<file path="src/rtl/fetch_buffer_pkg.sv">
// Shared fetch/decode definitions: datapath width, the NOP word shown when
// the queue is empty, and the layout of one queue entry so that every
// stage slices entries the same way.
package fetch_buffer_pkg;

  localparam int XLEN = 32;

  // Instruction word presented to decode when nothing is queued.
  localparam logic [31:0] NOP_INSTR = 32'h0;

  // Entry layout, MSB to LSB: {misaligned, pc, instr}
  localparam int ENTRY_W        = 2 * XLEN + 1;
  localparam int MISALIGNED_BIT = 2 * XLEN;
  localparam int PC_LSB         = XLEN;
  localparam int INSTR_LSB      = 0;

  // A PC is misaligned when it does not sit on a 4-byte boundary.
  function automatic logic pc_misaligned(input logic [XLEN-1:0] pc);
    return (pc[1:0] != 2'b00);
  endfunction

endpackage

</file>
<file path="src/rtl/fetch_buffer_mem.sv">
// Entry storage for the fetch buffer.
// There is one write port. The read port is combinational, so the head entry
// appears in the same cycle that the read pointer moves. The array has no
// reset because occupancy is tracked entirely by the control logic.
module fetch_buffer_mem #(
  parameter int DEPTH = 4,
  parameter int WIDTH = 65
) (
  input  logic                     clk,
  input  logic                     i_we,
  input  logic [$clog2(DEPTH)-1:0] i_waddr,
  input  logic [WIDTH-1:0]         i_wdata,
  input  logic [$clog2(DEPTH)-1:0] i_raddr,
  output logic [WIDTH-1:0]         o_rdata
);

  logic [WIDTH-1:0] r_mem [DEPTH];

  // Capture the incoming entry on an accepted push.
  always_ff @(posedge clk) begin
    if (i_we) begin
      r_mem[i_waddr] <= i_wdata;
    end
  end

  assign o_rdata = r_mem[i_raddr];

endmodule

</file>
<file path="src/rtl/fetch_buffer.sv">
// Elastic in-order instruction queue between fetch and decode.
// in_ready is computed only from registered occupancy, so there is no
// combinational path from out_ready. Flush wins over push and pop. When the
// queue is empty, the outputs are forced to zero so that decode sees a NOP.
module fetch_buffer
  import fetch_buffer_pkg::*;
#(
  parameter int DEPTH = 4,
  parameter int XLEN  = fetch_buffer_pkg::XLEN
) (
  input  logic                   clk,
  input  logic                   rst_n,
  input  logic                   flush,
  input  logic                   in_valid,
  output logic                   in_ready,
  input  logic [XLEN-1:0]        in_pc,
  input  logic [XLEN-1:0]        in_instr,
  output logic                   out_valid,
  input  logic                   out_ready,
  output logic [XLEN-1:0]        out_pc,
  output logic [XLEN-1:0]        out_instr,
  output logic                   out_misaligned,
  output logic [$clog2(DEPTH):0] count
);

  localparam int AW = $clog2(DEPTH);
  localparam int CW = AW + 1;

  logic [AW-1:0]      r_wr_ptr;
  logic [AW-1:0]      r_rd_ptr;
  logic [CW-1:0]      r_count;
  logic               w_push;
  logic               w_pop;
  logic [ENTRY_W-1:0] w_wdata;
  logic [ENTRY_W-1:0] w_rdata;

  assign in_ready  = (r_count != CW'(DEPTH));
  assign out_valid = (r_count != '0);
  assign count     = r_count;

  // Push and pop are qualified by flush, so a flushing edge changes nothing
  // except clearing the queue.
  assign w_push  = in_valid & in_ready & ~flush;
  assign w_pop   = out_valid & out_ready & ~flush;
  assign w_wdata = {pc_misaligned(in_pc), in_pc, in_instr};

  fetch_buffer_mem #(
    .DEPTH (DEPTH),
    .WIDTH (ENTRY_W)
  ) u_mem (
    .clk     (clk),
    .i_we    (w_push),
    .i_waddr (r_wr_ptr),
    .i_wdata (w_wdata),
    .i_raddr (r_rd_ptr),
    .o_rdata (w_rdata)
  );

  // Pointer and occupancy bookkeeping. Pointers wrap naturally, and count
  // distinguishes full from empty.
  always_ff @(posedge clk or negedge rst_n) begin
    if (!rst_n) begin
      r_wr_ptr <= '0;
      r_rd_ptr <= '0;
      r_count  <= '0;
    end else if (flush) begin
      r_wr_ptr <= '0;
      r_rd_ptr <= '0;
      r_count  <= '0;
    end else begin
      if (w_push) begin
        r_wr_ptr <= r_wr_ptr + AW'(1);
      end
      if (w_pop) begin
        r_rd_ptr <= r_rd_ptr + AW'(1);
      end
      if (w_push && !w_pop) begin
        r_count <= r_count + CW'(1);
      end else if (w_pop && !w_push) begin
        r_count <= r_count - CW'(1);
      end
    end
  end

  // Present the head entry, or all zeros (the NOP word) while empty.
  always_comb begin
    out_pc         = '0;
    out_instr      = XLEN'(NOP_INSTR);
    out_misaligned = 1'b0;
    if (out_valid) begin
      out_pc         = w_rdata[PC_LSB +: XLEN];
      out_instr      = w_rdata[INSTR_LSB +: XLEN];
      out_misaligned = w_rdata[MISALIGNED_BIT];
    end
  end

endmodule
</file>
<file path="config.mk">
export PLATFORM = sky130hd
export DESIGN_NAME = fetch_buffer
export DESIGN_NICKNAME = d
export VERILOG_FILES = /design/src/rtl/fetch_buffer_pkg.sv /design/src/rtl/fetch_buffer_mem.sv /design/src/rtl/fetch_buffer.sv
export SDC_FILE = /design/constraint.sdc
export NUM_CORES = 1
export LEC_CHECK = 0
export ABC_AREA = 1
export CORE_ASPECT_RATIO = 1.5
export CORE_MARGIN = 8
export CORE_UTILIZATION = 40
export CTS_BUF_LIST = sky130_fd_sc_hd__clkbuf_8
export DETAILED_ROUTE_END_ITERATION = 10
export PLACE_DENSITY = 0.58
export SETUP_SLACK_MARGIN = 0.4
export SLEW_MARGIN = 20
export SYNTH_ARGS = -nofsm -noshare
export SYNTH_HDL_FRONTEND = slang
export SYNTH_HIERARCHICAL = 1
export SYNTH_SLANG_ARGS = --single-unit
export TNS_END_PERCENT = 10
</file>
<file path="constraint.sdc">
create_clock -name clk -period 9 [get_ports clk]
set_clock_uncertainty 0.1 [all_clocks]
set_input_delay 1.8 -clock clk [delete_from_list [all_inputs] [get_ports clk]]
set_output_delay 1.8 -clock clk [all_outputs]
set_load 0.02 [all_outputs]
</file>
==> results of run 1 <==
final timing paths:
check | end | slack (ns) | cells after the start
setup / recovery | out_instr[20] | 3.40 | 8
setup reg to reg | u_mem/r_mem[3][21]$_DFFE_PP_ | 5.91 | 6
hold / removal | r_wr_ptr[1]$_DFFE_PN0P_ | 0.50 | 2
hold reg to reg | r_wr_ptr[1]$_DFFE_PN0P_ | 0.50 | 2
min in group asynchronous | r_rd_ptr[0]$_DFFE_PN0P_ | 1.44 | 1
max in group asynchronous | r_rd_ptr[0]$_DFFE_PN0P_ | 7.07 | 1
placed cells by master, fill, tap and decap left out, drive strengths merged:
cell type	Yosys	routed
clkbuf	2	41
buf	48	10
nand2	342	342
fa	1	1
clkinv	0	20
nor3	4	4
nand3	134	134
clkinvlp	0	1
clkdlybuf4s50	0	138
o21ai	4	4
inv	340	346
bufinv	0	4
diode	0	4
or2	1	1
nand3b	1	1
edfxtp	260	260
dfrtp	7	7
xor2	1	1
nor2	72	72
a21oi	4	4
layout make-up:
| class | instances | area, µm² | share of cell area |
|---|---|---|---|
| repair buffers | 148 | 1460 | 0.0983 |
| clock buffers | 41 | 564 | 0.0381 |
| inverters | 340 | 1280 | 0.0867 |
| flip-flops and latches | 267 | 7990 | 0.539 |
| clock inverters | 31 | 235 | 0.0159 |
| diodes | 4 | 10.0 | 0.000676 |
| well taps | 405 | 507 | 0.0342 |
| multi-input cells | 564 | 2770 | 0.187 |
stage by stage:
step / area, µm² / worst slack, ns / utilization
after global placement: 14000 / 3.93 / 0.455
after global routing: 14800 / 3.07 / 0.482
after CTS: 14800 / 3.28 / 0.481
after detailed placement: 14000 / 3.91 / 0.455
final: 14800 / 3.40 / 0.482
after floorplan: 12400 / 1.84 / -
worst max-delay path: stages, from the launching register on:
cell and delay [ns]:
dfrtp_4 0.78, inv_4 0.41, buf_4 0.87, nand2_1 0.16, nand3_1 0.12, nand2_1 0.07, inv_1 0.09, nor2_4 0.04
clkdlybuf4s50_1 0.57
state kept, by name (all words and copies together), names as in the netlist:
register	flops
u_mem/r_mem	260
count	3
r_rd_ptr	2
r_wr_ptr	2
power groups by stage:
stage / Combinational, µW / Clock [µW] / Sequential (µW)
after floorplan: 1160 / 0 / 1500
after global placement: 1640 / 0 / 1520
after detailed placement: 1650 / 0 / 1520
after CTS: 1660 / 1030 / 1500
after global routing: 1770 / 1080 / 1500
final: 1620 / 996 / 1490
metal layers:
| metal | vias up | GRT usage | routed length, µm |
|---|---|---|---|
| met4 | 2 | 0.0688 | 711 |
| li1 | 4001 | - | - |
| met3 | 48 | 0.0353 | 1330 |
| met1 | 3640 | 0.140 | 9920 |
| met2 | 162 | 0.269 | 13900 |
| met5 | - | 0 | 13 |
logic make-up (layout without fill, tap and decap cells):
kind of cell | after synthesis | after routing
compound gates | 8 | 8
xor+xnor | 1 | 1
fa+ha+maj | 1 | 1
buf+inv | 390 | 560
flops | 267 | 267
other cells | 0 | 4
simple gates | 554 | 554
==> results by group, run 1 <==
CTS
  • CTS root buf: clkbuf_8
  • TritonCTS Buffers: 41
  • Worst skew pair latency: 0.53 ns
  • # clock sinks: 267
  • Post-CTS sizing: 0
  • CTS max path bufs: 3
  • CTS tree: built
  • CTS clock-pin slew for the worst setup and hold paths: 0.07 ns
  • Hold Buf Count CTS: 0
  • H-Tree Depth: 2
  • Setup Fix Bufs, Post-CTS: 0

Synthesis
  • Post-synth top flop: edfxtp_1
  • Compound-cell area share of the yosys netlist: 0.00414
  • Syn_area_per_cell: 10.2 µm²
  • Netlist cell types: 26
  • Mapped Nets: 1291
  • Post-synth EDFFs: 260
  • Simple-Gate Fraction of Synth Area: 0.215
  • Async SR Flop Fraction: 0.0262
  • Mux share of post-synthesis cell area: 0
  • Xor-xnor portion of the synthesized cell area: 0.000706
  • Synth warnings: 6
  • Syn Inst Count: 1221
  • Share of the synthesized area in the top cell type: 0.629
  • Adder-cell area share of the yosys netlist: 0.00161
  • Ranking of synthesized cells by area: edfxtp_1, nand2_1, inv_1, nand3_1, nor2_4
  • Main combinational cell family by area after synthesis: simple AND/OR/NAND/NOR gates
  • Seq cells post-synth: 267
  • Count leader, synth: nand2_1
  • Top cells by count, synth: nand2_1, inv_1, edfxtp_1
  • Sequential area share after synthesis: 0.643
  • Yosys top cell by area: edfxtp_1
  • Post-synthesis cell area: 12400 µm²

Pwr
  • Combinational power share: 0.393
  • Switching power total: 1500 µW
  • Clock power frac: 0.243
  • Internal: 2610 µW
  • Leakage power total: 0.00662 µW
  • Tot Pwr: 4110 µW
  • Worst ir drop on vdd: 152 µV
  • Flop pwr share: 0.364
  • Pwr/cell area: 277 nW/µm²
  • Sw Ratio: 0.365

Floorplan
  • Core area: 30700 µm²
  • Die Ht: 232 µm
  • Die area: 37000 µm²
  • Rows: 79
  • Num ports: 139
  • Initial Utilization: 0.404
  • Die Wd: 160 µm

Placement
  • Post-DP HPWL: 15000 µm
  • DP Cell Count: 1724
  • Buffers on Ports: 138
  • Routability cong.: 0.722

GRT
  • Initial antenna violation count: 5
  • Vias in the first global route: 8169
  • Gr usage total: 0.141
  • First-pass GRT wire length: 41300 µm
  • Gr ovfl total: 0
  • Largest net degree at the start of global routing: 97

Critical path
  • Startpoint types: register
  • RR Startpoint: count[2]$_DFFE_PN0P_
  • Required @ worst endpoint: 7.10 ns
  • Max FO, Critical Path: 96
  • Worst setup path start: r_rd_ptr[0]$_DFFE_PN0P_
  • Crit. End Element: output port
  • Arr. time, crit path: 3.70 ns
  • Critical path type: register to output port

STA
  • Hold Vio Cnt, Final: 0
  • Worst-Margin Slew: 1.03 ns
  • WHS: 0.497 ns
  • Fmax: 179 MHz
  • RSZ-0062 raised after global routing: no
  • Max_slew headroom: 0.310
  • Final worst path period need: 5.60 ns
  • Period Utilization, post-route: 0.622
  • Final setup vio count: 0
  • Post-Route Setup TNS: 0 ns
  • Max-slew violation count: 0

Drt
  • DRC: 0
  • Via density: 4.36
  • DRT Pass-1 Iters: 4
  • Post-DR wirelength/cell: 14.4 µm
  • Starting DRT DRC Count: 325
  • Routed via count: 7853
  • Total Wirelength: 25800 µm
  • Antenna-violating nets left: 0

Layout
  • Layout Cells excl Fill: 1800
  • Layout Area Growth over Synthesis: 19.4%
  • Final net count: 1432
  • Share of post-route cells with drive strength above 1: 0.0971
  • Fill cells: 2831

Hold path
  • Worst hold-check path type: register to register
  • Hold wc startpoint: r_wr_ptr[1]$_DFFE_PN0P_

Run status
  • Status: completed

Job
  • MaxCap Viol Count: 0
(Power assumes the default switching activity.)
==> run 2, diff against run 1 <==
==> constraint.sdc (replaced) <==
create_clock -name clk -period 5.28 [get_ports clk]
set_clock_uncertainty 0.1 [all_clocks]
set_input_delay 1.056 -clock clk [delete_from_list [all_inputs] [get_ports clk]]
set_output_delay 1.056 -clock clk [all_outputs]
set_load 0.02 [all_outputs]
==> run 2 against run 1 <==
  * Non-clock buffer count increased by 5
  * Power increased by 69%
  * Die area unchanged
  * Critical endpoint is now out_instr[9]
  * Routed wire length increased by 2.2%
  * Clock power increased by 59%
  * Flip-flop and latch count unchanged
  * Sequential power increased by 69%
  * Core utilization increased by 0.073 points
  * Critical path depth unchanged
  * Combinational power increased by 74%
  * Hold slack improved by 0.015 ns
  * Final cell count increased by 0.22%
==> results by group, run 2 (synthesized netlist as in run 1, its figures left out) <==
Layout
  • Max FFs per register: 260
  • Layout Area Growth over Synthesis: 19.6%
  • Sequential cell area: 7990 µm²
  • Fill cells: 2804
  • Top reg by flops: u_mem/r_mem
  • Most frequent cells in the layout: inv_1, nand2_1, edfxtp_1
  • Layout Cells excl Fill: 1804
  • Share of post-route cells with drive strength above 1: 0.0966
  • Multi-input logic area: 2770 µm²
  • Design Area, Final: 14800 µm²
  • Final net count: 1438
  • Commonest non-fill, non-tap cell in the layout: inv_1

Floorplan
  • Die Ht: 232 µm
  • Core area: 30700 µm²
  • Initial Utilization: 0.404
  • Rows: 79
  • Die Wd: 160 µm
  • Num ports: 139
  • Die area: 37000 µm²

Critical path
  • CP cell instances: inv_4, buf_4, nand2_1, nand3_1, nand2_1, inv_1, nor2_4, clkdlybuf4s50_1
  • Required @ worst endpoint: 4.12 ns
  • Worst Reg2Reg Path Length in Cells: 6
  • Arr. time, crit path: 3.33 ns
  • Startpoint types: register
  • CP Buf/Inv Count: 4
  • Critical path type: register to output port
  • Crit path depth: 8
  • Max FO, Critical Path: 78
  • Crit path max-delay family: buffers and inverters
  • CP dominant cell by count: nand2_1
  • Crit. End Element: output port
  • Critical path's slowest cell: inv_4
  • CP max stage delay: 0.70 ns

Pwr
  • Leakage power total: 0.00667 µW
  • Flop pwr share: 0.364
  • Pwr/cell area: 467 nW/µm²
  • Switching power total: 2570 µW
  • Internal: 4360 µW
  • Sw Ratio: 0.371
  • Worst ir drop on vdd: 682 µV
  • Combinational power share: 0.407
  • Tot Pwr: 6930 µW
  • Clock power frac: 0.228

CTS
  • CTS tree: built
  • CTS max path bufs: 3
  • Post-CTS sizing: 0
  • Worst skew pair latency: 0.55 ns
  • # clock sinks: 267
  • H-Tree Depth: 2
  • TritonCTS Buffers: 42
  • CTS root buf: clkbuf_8
  • CTS clock-pin slew for the worst setup and hold paths: 0.06 ns

STA
  • Final worst path period need: 4.49 ns
  • Period Utilization, post-route: 0.849
  • Final setup vio count: 0
  • Worst-Margin Slew: 0.927 ns
  • RSZ-0062 raised after global routing: no
  • Fmax: 223 MHz
  • Max_slew headroom: 0.382
  • Max-slew violation count: 0
  • Setup ws final: 0.795 ns
  • Hold Vio Cnt, Final: 0

Run status
  • Status: completed

Drt
  • Antenna-violating nets left: 0
  • WL met1: 10500 µm
  • Routed via count: 7935
  • Met2 wire length: 14100 µm
  • DRC: 0
  • Total Wirelength: 26400 µm
  • WL met3: 1180 µm
  • Via density: 4.40
  • DRT Pass-1 Iters: 5
  • Starting DRT DRC Count: 313
  • Post-DR wirelength/cell: 14.6 µm
  • Top layer in use: met4

Placement
  • Buffers on Ports: 138
  • DP Cell Count: 1728
  • Post-DP Area: 14100 µm²
  • Worst slack at placement: 1.20 ns
  • Post-DP HPWL: 15400 µm
  • Routability cong.: 0.717

GRT
  • First-pass GRT wire length: 42200 µm
  • Initial antenna violation count: 2
  • Gr usage total: 0.142
  • Largest net degree at the start of global routing: 79
  • Vias in the first global route: 8214
  • Gr ovfl total: 0

Job
  • MaxCap Viol Count: 0

Hold path
  • Worst hold-check path type: register to register
  • Hold path cells: 2
run 2: changes by cell type in the layout (fill, tap and decap cells not counted), sizes merged:
cell / previous run / this run
buf: 10 / 15
bufinv: 4 / 1
clkbuf: 41 / 44
clkinv: 20 / 10
diode: 4 / 2
inv: 346 / 357
run 2: through the flow:
| step | utilization | hold WS, ns | setup TNS [ns] |
|---|---|---|---|
| after floorplan | - | 0.395 | -296.56 |
| after global placement | 0.457 | 0.485 | 0 |
| after detailed placement | 0.457 | 0.501 | 0 |
| after CTS | 0.482 | 0.513 | 0 |
| after global routing | 0.483 | 0.546 | 0 |
| final | 0.483 | 0.512 | 0 |
run 2: layout make-up:
type,instances,area share
clock buffers,44,0.0408
multi-input cells,564,0.187
inverters,340,0.0865
diodes,2,0.000337
repair buffers,153,0.103
flip-flops and latches,267,0.539
clock inverters,29,0.00987
well taps,405,0.0342
run 2: worst paths after layout:
| check | from | endpoint | slack, ns |
|---|---|---|---|
| max in group asynchronous | rst_n | r_rd_ptr[0]$_DFFE_PN0P_ | 4.12 |
| setup / recovery | r_rd_ptr[0]$_DFFE_PN0P_ | out_instr[9] | 0.79 |
| hold reg to reg | r_wr_ptr[1]$_DFFE_PN0P_ | r_wr_ptr[1]$_DFFE_PN0P_ | 0.51 |
| hold / removal | r_wr_ptr[1]$_DFFE_PN0P_ | r_wr_ptr[1]$_DFFE_PN0P_ | 0.51 |
| min in group asynchronous | rst_n | count[1]$_DFFE_PN0P_ | 0.67 |
| setup reg to reg | count[2]$_DFFE_PN0P_ | u_mem/r_mem[2][19]$_DFFE_PP_ | 3.01 |
run 2: power groups by stage:
stage          Clock [µW]  Sequential [µW]  Combinational (µW)
2_1_floorplan           0             2550                1980
3_3_place_gp            0             2580                2830
3_5_place_dp            0             2590                2840
4_1_cts              1640             2540                2860
5_1_grt              1730             2530                3090
6_report             1580             2520                2820
run 2: metal layers:
layer  global-route usage  up-vias
met3               0.0277       46
met2                0.272      159
met1                0.151     3717
met4               0.0551        0
met5                    0        -
li1                     -     4013
run 2: worst min-delay path: cells and delay by family (launching register included):
| family | cells | cell delay (ns) |
|---|---|---|
| compound gates | 1 | 0.06 |
| buf+inv | 1 | 0.09 |
| flops | 1 | 0.42 |
run 2: timing repair:
item,in CTS,in global routing
hold buffers,0,0
setup buffers,0,1
endpoints found under the setup margin,0,7
==> run 3, diff against run 2 <==
==> constraint.sdc (replaced) <==
create_clock -name clk -period 4.5 [get_ports clk]
set_clock_uncertainty 0.1 [all_clocks]
set_input_delay 0.9 -clock clk [delete_from_list [all_inputs] [get_ports clk]]
set_output_delay 0.9 -clock clk [all_outputs]
set_load 0.02 [all_outputs]
==> run 3 against run 2 <==
  * Power rose by 18%
  * Clock power rose by 16%
  * Die area did not move
  * Sequential power rose by 17%
  * Flip-flop and latch count did not move
  * First-iteration DRC count rose by 7.7%
  * Final cell count fell by 0.22%
  * Critical path type unchanged
  * Critical endpoint is now out_instr[17]
==> results by group, run 3 (synthesized netlist as in run 1, its figures left out) <==
Run status
  • Status: completed

Critical path
  • Max FO, Critical Path: 22
  • CP cell instances: inv_2, buf_4, nand3_1, nand2_1, inv_1, nor2_4, clkdlybuf4s50_1
  • Worst Reg2Reg Path Length in Cells: 6
  • CP max stage delay: 0.61 ns
  • Critical path's slowest cell: clkdlybuf4s50_1
  • RR Startpoint: count[2]$_DFFE_PN0P_
  • Worst r2r dst: u_mem/r_mem[1][22]$_DFFE_PP_
  • Critical path type: register to output port
  • Startpoint types: register
  • Crit. End Element: output port
  • R2R Setup Slk: 2.13 ns
  • Arr. time, crit path: 2.72 ns
  • Required @ worst endpoint: 3.50 ns

Placement
  • Post-DP HPWL: 16000 µm
  • Buffers on Ports: 138
  • Worst slack at placement: 1.31 ns
  • Routability cong.: 0.752

Pwr
  • Clock power frac: 0.225
  • Internal: 5140 µW
  • Leakage power total: 0.00667 µW
  • Flop pwr share: 0.360
  • Pwr/cell area: 547 nW/µm²
  • Worst ir drop on vdd: 407 µV
  • Combinational power share: 0.414
  • Sw Ratio: 0.370
  • Switching power total: 3010 µW

STA
  • Hold Vio Cnt, Final: 0
  • Fmax: 269 MHz
  • Final worst path period need: 3.72 ns
  • Final setup vio count: 0
  • Max_slew headroom: 0.493
  • Post-Route Setup TNS: 0 ns
  • Setup ws final: 0.784 ns
  • RSZ-0062 raised after global routing: no
  • WHS: 0.517 ns
  • Worst-Margin Slew: 0.761 ns
  • Max-slew violation count: 0
  • Period Utilization, post-route: 0.826

Floorplan
  • Rows: 79
  • Num ports: 139
  • Initial Utilization: 0.404
  • Die Wd: 160 µm
  • Die Ht: 232 µm
  • Die area: 37000 µm²
  • Core area: 30700 µm²

GRT
  • Gr ovfl total: 0
  • Gr usage total: 0.147
  • First-pass GRT wire length: 43200 µm
  • Initial antenna violation count: 2
  • Vias in the first global route: 8439
  • Largest net degree at the start of global routing: 82

CTS
  • Hold Buf Count CTS: 0
  • Setup Fix Bufs, Post-CTS: 0
  • H-Tree Depth: 2
  • CTS clock-pin slew for the worst setup and hold paths: 0.06 ns
  • Post-CTS sizing: 0
  • Worst skew pair latency: 0.55 ns
  • CTS root buf: clkbuf_8
  • CTS max path bufs: 3
  • CTS tree: built
  • # clock sinks: 267
  • TritonCTS Buffers: 41

Layout
  • Final net count: 1440
  • Share of post-route cells with drive strength above 1: 0.0976
  • Most frequent cells in the layout: inv_1, nand2_1, edfxtp_1
  • Sequential cell area: 7990 µm²
  • Max FFs per register: 260
  • Layout Area Growth over Synthesis: 20.2%
  • Commonest non-fill, non-tap cell in the layout: inv_1
  • Fill cells: 2793
  • Multi-input logic area: 2790 µm²
  • Top reg by flops: u_mem/r_mem

Hold path
  • Worst Hold End: count[0]$_DFFE_PN0P_
  • Worst hold-check path type: register to register
  • Hold wc startpoint: count[0]$_DFFE_PN0P_
  • Hold path cells: 2

Job
  • MaxCap Viol Count: 0

Drt
  • Routed via count: 7948
  • DRT Pass-1 Iters: 4
  • Via density: 4.42
  • Total Wirelength: 26700 µm
  • DRC: 0
  • Starting DRT DRC Count: 337
  • Post-DR wirelength/cell: 14.8 µm
  • Antenna-violating nets left: 0
run 3: cell count changes in the layout (fill, tap and decap cells not counted), moves of 2 or more:
cell / change
clkbuf_8: -3
buf_12: +5
buf_4: -2
nor3_4: +4
nor3_2: -4
inv_1: -5
clkinv_2: +2
run 3: final cells by class:
type,instances,share of cell area
Clock buffer,41,0.0379
Antenna cell,1,0.000168
Tap cell,405,0.0340
Clock inverter,26,0.0104
Inverter,340,0.0861
Sequential cell,267,0.536
Timing Repair Buffer,156,0.108
Multi-Input combinational cell,564,0.187
run 3: power by group through the flow:
stage / registers [µW] / clock network (µW) / logic [µW]
after floorplan: 2990 / 0 / 2320
after global placement: 2990 / 0 / 3430
after detailed placement: 2990 / 0 / 3450
after CTS: 2940 / 1900 / 3470
after global routing: 2950 / 2000 / 3700
final: 2940 / 1840 / 3380
run 3: how the worst max path moves through the flow:
stage	from	endpoint	slack, ns
3_3_place_gp	in_valid	u_mem/r_mem[2][36]$_DFFE_PP_	1.27
3_5_place_dp	in_valid	u_mem/r_mem[1][19]$_DFFE_PP_	1.31
4_1_cts	r_rd_ptr[1]$_DFFE_PN0P_	out_pc[5]	0.73
6_report	r_rd_ptr[1]$_DFFE_PN0P_	out_instr[17]	0.78
5_1_grt	r_rd_ptr[1]$_DFFE_PN0P_	out_instr[15]	0.61
2_1_floorplan	in_valid	u_mem/r_mem[0][0]$_DFFE_PP_	0.21
run 3: critical path: cells and delay by family, from the launching register on:
kind,cells,cell delay [ns]
and+or+nand+nor,3,0.31
DFF,1,0.43
buffers and inverters,4,1.41
run 3: per-stage QoR:
| stage | instance area [µm²] | util | std cells | power, µW |
|---|---|---|---|---|
| 4_1_cts | 14900 | 0.485 | 1799 | 8310 |
| 5_1_grt | 14900 | 0.485 | 1800 | 8650 |
| 2_1_floorplan | 12400 | - | 1221 | 5310 |
| 3_3_place_gp | 14200 | 0.461 | 1732 | 6420 |
| 6_report | 14900 | 0.485 | 1800 | 8160 |
| 3_5_place_dp | 14200 | 0.461 | 1732 | 6450 |
run 3: metal layers:
| metal | wire, µm | track usage | vias to the layer above |
|---|---|---|---|
| met3 | 1260 | 0.0327 | 39 |
| li1 | - | - | 4012 |
| met4 | 562 | 0.0510 | 2 |
| met2 | 14600 | 0.288 | 153 |
| met5 | 15 | 0 | - |
| met1 | 10300 | 0.150 | 3742 |
